==> config.mk <==
export PLATFORM = sky130hd
export DESIGN_NAME = ats_eligibility_calc
export DESIGN_NICKNAME = d
export VERILOG_FILES = /design/src/rtl/ats_eligibility_calc.sv
export SDC_FILE = /design/constraint.sdc
export NUM_CORES = 2
export LEC_CHECK = 0
export ABC_AREA = 1
export CORE_UTILIZATION = 65
export CTS_BUF_LIST = sky130_fd_sc_hd__clkbuf_8
export CTS_CLUSTER_DIAMETER = 60
export DETAILED_ROUTE_END_ITERATION = 10
export PLACE_DENSITY = 0.84
export SYNTH_ARGS = -nofsm -noshare
export SYNTH_HDL_FRONTEND = slang
export SYNTH_SLANG_ARGS = --single-unit
==> constraint.sdc <==
create_clock -name clk -period 13.4 [get_ports clk]
set_input_delay 2.68 -clock clk [delete_from_list [all_inputs] [get_ports clk]]
set_output_delay 2.68 -clock clk [all_outputs]
set_load 0.02 [all_outputs]
==> src/rtl/ats_eligibility_calc.sv <==
// Per-stream ATS token-bucket stage: stamps arrivals, computes eligibility
// time or discard, and hands the result to the eligibility queue.
module ats_eligibility_calc #(
  parameter int TIMESTAMP_WIDTH = 59,
  parameter int LEN_WIDTH       = 16,
  parameter int RATE_WIDTH      = 24,
  parameter int TAG_WIDTH       = 12
) (
  input  logic                       clk,
  input  logic                       reset,
  input  logic [TIMESTAMP_WIDTH-1:0] local_clock,
  input  logic [RATE_WIDTH-1:0]      cfg_ps_per_byte,
  input  logic [RATE_WIDTH-1:0]      cfg_cbs_bytes,
  input  logic [TIMESTAMP_WIDTH-1:0] cfg_max_residence,
  input  logic                       cfg_load,
  input  logic                       in_valid,
  output logic                       in_ready,
  input  logic [LEN_WIDTH-1:0]       in_frame_len,
  input  logic [TAG_WIDTH-1:0]       in_tag,
  output logic                       out_valid,
  input  logic                       out_ready,
  output logic [TIMESTAMP_WIDTH-1:0] out_elig_time,
  output logic                       out_discard,
  output logic [TAG_WIDTH-1:0]       out_tag
);

  localparam int TW = TIMESTAMP_WIDTH;

  typedef enum logic [2:0] {
    S_IDLE,
    S_MUL,
    S_CMP,
    S_DEC,
    S_OUT
  } state_t;

  state_t state_q, state_d;

  logic [TW-1:0]         arrival_q, arrival_d;
  logic [LEN_WIDTH-1:0]  len_q, len_d;
  logic [TAG_WIDTH-1:0]  tag_q, tag_d;
  logic [TW-1:0]         lrd_q, lrd_d;
  logic [TW-1:0]         etf_q, etf_d;
  logic [TW-1:0]         bucket_empty_q, bucket_empty_d;
  logic [TW-1:0]         group_elig_q, group_elig_d;
  logic                  init_flag_q, init_flag_d;
  logic [TW-1:0]         sched_et_q, sched_et_d;
  logic [TW-1:0]         bucket_full_q, bucket_full_d;
  logic [TW-1:0]         elig_q, elig_d;
  logic                  out_valid_q, out_valid_d;
  logic [TW-1:0]         out_elig_time_q, out_elig_time_d;
  logic                  out_discard_q, out_discard_d;
  logic [TAG_WIDTH-1:0]  out_tag_q, out_tag_d;

  logic [LEN_WIDTH+RATE_WIDTH-1:0] lrd_prod;
  logic [2*RATE_WIDTH-1:0]         etf_prod;
  logic [TW-1:0]                   residence;
  logic                            discard;

  // Wrap-aware ordering: a is earlier than b when a-b is negative.
  function automatic logic t_lt(input logic [TW-1:0] a,
                                input logic [TW-1:0] b);
    logic [TW-1:0] d;
    d = a - b;
    return d[TW-1];
  endfunction

  function automatic logic [TW-1:0] t_max(input logic [TW-1:0] a,
                                          input logic [TW-1:0] b);
    return t_lt(a, b) ? b : a;
  endfunction

  assign lrd_prod = len_q * cfg_ps_per_byte;
  assign etf_prod = cfg_cbs_bytes * cfg_ps_per_byte;

  always_comb begin
    state_d         = state_q;
    arrival_d       = arrival_q;
    len_d           = len_q;
    tag_d           = tag_q;
    lrd_d           = lrd_q;
    etf_d           = etf_q;
    bucket_empty_d  = bucket_empty_q;
    group_elig_d    = group_elig_q;
    init_flag_d     = init_flag_q;
    sched_et_d      = sched_et_q;
    bucket_full_d   = bucket_full_q;
    elig_d          = elig_q;
    out_valid_d     = out_valid_q;
    out_elig_time_d = out_elig_time_q;
    out_discard_d   = out_discard_q;
    out_tag_d       = out_tag_q;
    residence       = elig_q - arrival_q;
    discard         = 1'b0;

    unique case (state_q)
      S_IDLE: begin
        if (in_valid && in_ready) begin
          arrival_d = local_clock;
          len_d     = in_frame_len;
          tag_d     = in_tag;
          state_d   = S_MUL;
        end
      end
      S_MUL: begin
        lrd_d = TW'(lrd_prod);
        etf_d = TW'(etf_prod);
        if (init_flag_q) begin
          bucket_empty_d = arrival_q - etf_d;
          group_elig_d   = arrival_q;
          init_flag_d    = 1'b0;
        end
        state_d = S_CMP;
      end
      S_CMP: begin
        sched_et_d    = bucket_empty_q + lrd_q;
        bucket_full_d = bucket_empty_q + etf_q;
        elig_d = t_max(t_max(arrival_q, group_elig_q), sched_et_d);
        state_d = S_DEC;
      end
      S_DEC: begin
        // Residence is a non-negative duration, so plain unsigned compare.
        discard = residence > cfg_max_residence;
        if (!discard) begin
          group_elig_d = elig_q;
          if (t_lt(elig_q, bucket_full_q))
            bucket_empty_d = sched_et_q;
          else
            bucket_empty_d = sched_et_q + (elig_q - bucket_full_q);
        end
        out_elig_time_d = elig_q;
        out_discard_d   = discard;
        out_tag_d       = tag_q;
        out_valid_d     = 1'b1;
        state_d         = S_OUT;
      end
      S_OUT: begin
        if (out_ready) begin
          out_valid_d = 1'b0;
          state_d     = S_IDLE;
        end
      end
      default: state_d = S_IDLE;
    endcase

    if (cfg_load) init_flag_d = 1'b1;
  end

  always_ff @(posedge clk) begin
    if (reset) begin
      state_q         <= S_IDLE;
      arrival_q       <= '0;
      len_q           <= '0;
      tag_q           <= '0;
      lrd_q           <= '0;
      etf_q           <= '0;
      bucket_empty_q  <= '0;
      group_elig_q    <= '0;
      init_flag_q     <= 1'b1;
      sched_et_q      <= '0;
      bucket_full_q   <= '0;
      elig_q          <= '0;
      out_valid_q     <= 1'b0;
      out_elig_time_q <= '0;
      out_discard_q   <= 1'b0;
      out_tag_q       <= '0;
    end else begin
      state_q         <= state_d;
      arrival_q       <= arrival_d;
      len_q           <= len_d;
      tag_q           <= tag_d;
      lrd_q           <= lrd_d;
      etf_q           <= etf_d;
      bucket_empty_q  <= bucket_empty_d;
      group_elig_q    <= group_elig_d;
      init_flag_q     <= init_flag_d;
      sched_et_q      <= sched_et_d;
      bucket_full_q   <= bucket_full_d;
      elig_q          <= elig_d;
      out_valid_q     <= out_valid_d;
      out_elig_time_q <= out_elig_time_d;
      out_discard_q   <= out_discard_d;
      out_tag_q       <= out_tag_d;
    end
  end

  assign in_ready      = (state_q == S_IDLE) && !reset;
  assign out_valid     = out_valid_q;
  assign out_elig_time = out_elig_time_q;
  assign out_discard   = out_discard_q;
  assign out_tag       = out_tag_q;

endmodule
## Yosys cells after proc, flatten, opt, wreduce, memory -nomap -nowiden

Index checks and enable logic that the tools add are counted.
Widths: inputs -> output; s select.

- Add/subtract/negate cells: 8
- Multiply operators: 2
- Magnitude comparators: 1
- Equal/unequal tests: 8
- Multiplexer cells: 14
- Reductions and logical operators: 11

Operators with widths:

| cell | number |
|---|---|
| $mux 59 | 7 |
| $pmux 59 s2 | 2 |
| $sub 59x59->59 | 4 |
| $add 59x40->59 | 1 |
| $add 59x48->59 | 1 |
| $add 59x59->59 | 1 |
| $gt 59x59->1 | 1 |
| $sub 59x48->59 | 1 |
| $mul 24x24->48 | 1 |
| $mul 16x24->40 | 1 |
| $pmux 3 s5 | 1 |
| $ne 2x2->1 const B | 4 |
| $eq 3x2->1 const B | 2 |
| $mux 3 | 2 |
| $reduce_and 2->1 | 3 |
| $reduce_bool 2->1 | 2 |
| $eq 3x1->1 const B | 1 |
| $eq 3x3->1 const B | 1 |
| $logic_not 3->1 | 1 |
| $reduce_and 3->1 | 1 |
| $logic_and 1x1->1 | 2 |
| $pmux 1 s2 | 1 |
| $reduce_or 2->1 | 1 |
| $logic_not 1->1 | 1 |
| $mux 1 | 1 |

- Register bits after elaboration: 547
- Bits of input ports: 199
- Output and inout port bits: 74

## Logic depth before layout (Yosys ltp)

- Depth in word-level cells: 5
- Depth in mapped cells: 45
- Depth with buffers taken out: 44

## Worst setup path after synthesis

No wires, ideal clock.

- Kind: input to register
- From: input port cfg_cbs_bytes[13]
- To: register bucket_empty_q[49]
- Library setup time: 0.128 ns
- Arrival time: 9.995 ns
- Required time: 13.272 ns
- Slack: 3.277 ns
- Stages on the path: 40
- Buffers on the path: 1
- Path through: clkbuf_1 nand2_1 fa_1 inv_1 fa_1 inv_1 fa_1 fa_1 fa_1 inv_1 fa_1 inv_1 fa_1 inv_1 ha_1 a21oi_1 o21ai_0 a21oi_1 (+4 left out) xnor2_1 inv_1 ha_1 nand2_1 nor2_1 inv_1 nor4_1 o21ai_0 nand2_1 a31oi_1 nor3_2 o21ai_1 nand2_1 nand3_1 nand2_1 nor2_1 nor2_1 nor2_1

- Cells in the longest elaborated chain, start to end: 4

Ends and longest elaborated chain:

| element | line | source |
|---|---|---|
| from (decl) | 13 | `input logic [RATE_WIDTH-1:0] cfg_cbs_bytes,` |
| $mul 24x24->48 | 74 | `assign etf_prod = cfg_cbs_bytes * cfg_ps_per_byte;` |
| $sub 59x48->59 | 109 | `bucket_empty_d = arrival_q - etf_d;` |
| $mux 59 | 108 | `if (init_flag_q) begin` |
| $pmux 59 s2 | 96 | `unique case (state_q)` |
| to (signal assigned) | 174 | `bucket_empty_q <= bucket_empty_d;` |
| to (decl) | 44 | `logic [TW-1:0] bucket_empty_q, bucket_empty_d;` |

Every way passes these cells. The select of a mux whose other input is x is not followed.
A chain may end at the register's enable or synchronous reset.

## Worst setup path after layout

- From: input port cfg_ps_per_byte[19]
- To: register bucket_empty_q[49]

- Cells in the longest elaborated chain, start to end: 4

Ends and longest elaborated chain:

| element | line | source |
|---|---|---|
| from (decl) | 12 | `input logic [RATE_WIDTH-1:0] cfg_ps_per_byte,` |
| $mul 24x24->48 | 74 |  |
| $sub 59x48->59 | 109 |  |
| $mux 59 | 108 |  |
| $pmux 59 s2 | 96 |  |

Every way passes these cells. The select of a mux whose other input is x is not followed.

==> impl_metrics.json <==
{
  "wl_per_cell_um": 24.4,
  "drv_slew": 0,
  "async_flop_share": 0,
  "cts_buffer_depth": 3,
  "vias_per_cell": 6.30,
  "gp_congestion": 1.11,
  "dr_total_vias": 80900,
  "drcViolationCount": 0,
  "synth_cell_types": 61,
  "ctsResizeCount": 0,
  "grt_pass1_vias": 81359,
  "use_met1": 0.553,
  "crit_start": "cfg_ps_per_byte[19]",
  "htreeDepth": 3,
  "cts_tree": "built",
  "crit_type": "input pin to flop",
  "ys_seq_elements": 547,
  "cts_hold_buf": 0,
  "hold_class": "flop to flop",
  "grt_usage": 0.513,
  "setup_tns_ns": 0,
  "insertion_delay_ns": 0.89,
  "path_clk_slew_ns": 0.06,
  "cts.sinks": 547,
  "mostFrequentLayoutCells": "inv_1 (2426), nand2_1 (2383), a21oi_1 (1045)",
  "grt.met2_usage": 0.792,
  "max_stage_delay_ns": 1.25,
  "timing.rr.end": "bucket_empty_q[49]$_SDFFE_PP0P_",
  "die_w_um": 347,
  "nets": 12969,
  "fin_crit_sh": 0.913,
  "cts_inserted_buffers": 98,
  "skew_ns": 0.0693,
  "min_from": "tag_q[2]$_SDFFE_PP0P_",
  "overflow": 0,
  "dr.pass1.iters": 10,
  "path_max_fanout": 22,
  "r2r_start": "arrival_q[2]$_SDFFE_PP0P_",
  "cp.arrival_ns": 12.98,
  "grt_pass1_wl_um": 470000,
  "period_minus_slack_ns": 12.24,
  "start_util": 0.654,
  "yosysSeqAreaShare": 0.142,
  "cap_violations": 0,
  "area_delta_synth_final_pct": 8.16,
  "netlist_area_sq_um": 77200,
  "worst_pin_slew_ns": 1.46,
  "hold_end": "tag_q[2]$_SDFFE_PP0P_",
  "yosysWarnings": 0,
  "synth-edff-count": 0,
  "post_cts_buffers": 0,
  "syn_nets": 12891,
  "busiest_layer": "met2",
  "synth_cells": 11137,
  "antenna_found_initial": 24,
  "dpl.hpwl_um": 251000,
  "synthFlopType": "dfxtp_1",
  "io_pins": 273,
  "grt_use_met3": 0.175,
  "drt_iter0_markers": 11209,
  "status": "complete, no violations",
  "required_ns": 14.14,
  "rsz0062_at_grt": "false",
  "critPathLaunchType": "input pin",
  "num_rows": 126,
  "layout-drive-gt1-share": 0.0303,
  "fmax_mhz": 81.7,
  "die_h_um": 347,
  "slew-limit-headroom": 0.0250,
  "die-area_sq_um": 120000,
  "wl_um": 314000,
  "cpMaxStageDelayCell": "clkdlybuf4s50_1",
  "mostFrequentLayoutCell": "inv_1",
  "finalHoldViolCount": 0,
  "fp.coreArea_sq_um": 118000,
  "holdPathStages": 2,
  "cts-root-buf": "clkbuf_8",
  "endpoint_kind": "flop",
  "drtAntennaViolNets": 0,
  "r2r_cells": 31,
  "finalSetupViolCount": 0,
  "syn_avg_cell_area_sq_um": 6.93,
  "r2r_slack_ns": 4.57,
  "io_buffers": 272,
  "grt_max_degree": 166
}
critical path, delay by kind of cell:
kind | cells | cell delay [ns]
simple gates | 13 | 1.64
buf+inv | 7 | 2.36
xor+xnor | 1 | 0.22
fa+ha+maj | 9 | 3.89
compound gates | 7 | 2.18
cells in the mapped netlist (all sizes together) (4+ instances only):
master   number  area [sq um]
inv        2406          9030
a2111oi       4          35.0
nand2      2389          8980
and3          8          50.1
a211oi       11          82.6
fa          794         15900
o21a         54           405
clkbuf      387          1450
a21oi      1047          5250
xnor2       145          1280
o21ai       723          3640
nand3       394          1980
o2111ai      12           105
a21boi       32           259
a31oi       137           857
nor4         31           194
nand3b        4          30.0
buf          50           278
a21o         37           278
nand4        45           282
nor2        585          2200
xor2        187          1650
o211ai      168          1260
o21bai       40           300
or2          13          81.3
o31ai        15           113
o221ai       21           184
ha          761          9520
a221oi        8          70.1
nor3         62           325
dfxtp       547         11000
flip-flops by register name, indices dropped and copies added, names as in the netlist, 3 cells and up:
| signal | count |
|---|---|
| arrival_q | 59 |
| bucket_empty_q | 59 |
| bucket_full_q | 59 |
| elig_q | 59 |
| group_elig_q | 59 |
| out_elig_time | 59 |
| sched_et_q | 59 |
| etf_q | 48 |
| lrd_q | 40 |
| len_q | 16 |
| out_tag | 12 |
| tag_q | 12 |
| state_q | 3 |
routing by layer:
metal	share of wire	wire length, um
met1	0.33	102000
met2	0.43	135000
met3	0.13	39800
met4	0.12	36100
met5	0.00041	129
area by class of cell:
type / count / area, sq um
antenna: 23 / 57.6
clock buffer: 121 / 1670
sequential: 547 / 11000
tap: 1536 / 1920
timing repair buffer: 415 / 3800
inverter: 2409 / 9050
multi-input combinational: 7744 / 55500
fill: 9136 / 34500
clock inverter: 55 / 524
stage by stage:
step | std cells | hold WS (ns) | util | setup WS (ns) | area [sq um]
after floorplan | 11137 | 0.430 | - | 3.28 | 77200
after global placement | 12651 | 0.439 | 0.689 | 0.913 | 81200
after detailed placement | 12651 | 0.448 | 0.689 | 0.803 | 81200
after CTS | 12827 | 0.457 | 0.707 | 1.62 | 83400
after global routing | 12836 | 0.478 | 0.707 | 0.755 | 83400
final | 12850 | 0.455 | 0.708 | 1.16 | 83500
cells by family after synthesis:
logic type,count (synthesis),synth area share
flip-flops,547,0.142
buffers and inverters,2846,0.140
AO/OA/AOI/OAI,2318,0.167
adder cells (fa/ha/maj),1555,0.329
AND/OR/NAND/NOR,3539,0.184
XOR/XNOR,332,0.0379
worst max path at each step:
stage | endpoint | slack [ns]
finish | bucket_empty_q[49]$_SDFFE_PP0P_ | 1.16
global route | bucket_empty_q[49]$_SDFFE_PP0P_ | 0.75
CTS | bucket_empty_q[49]$_SDFFE_PP0P_ | 1.62
detailed placement | bucket_empty_q[49]$_SDFFE_PP0P_ | 0.80
global placement | bucket_empty_q[49]$_SDFFE_PP0P_ | 0.91
floorplan | bucket_empty_q[49]$_SDFFE_PP0P_ | 3.28
Power is left out: the tool's default activity adds up to more than one toggle a clock period on the data nets, which glitch-free logic cannot reach.
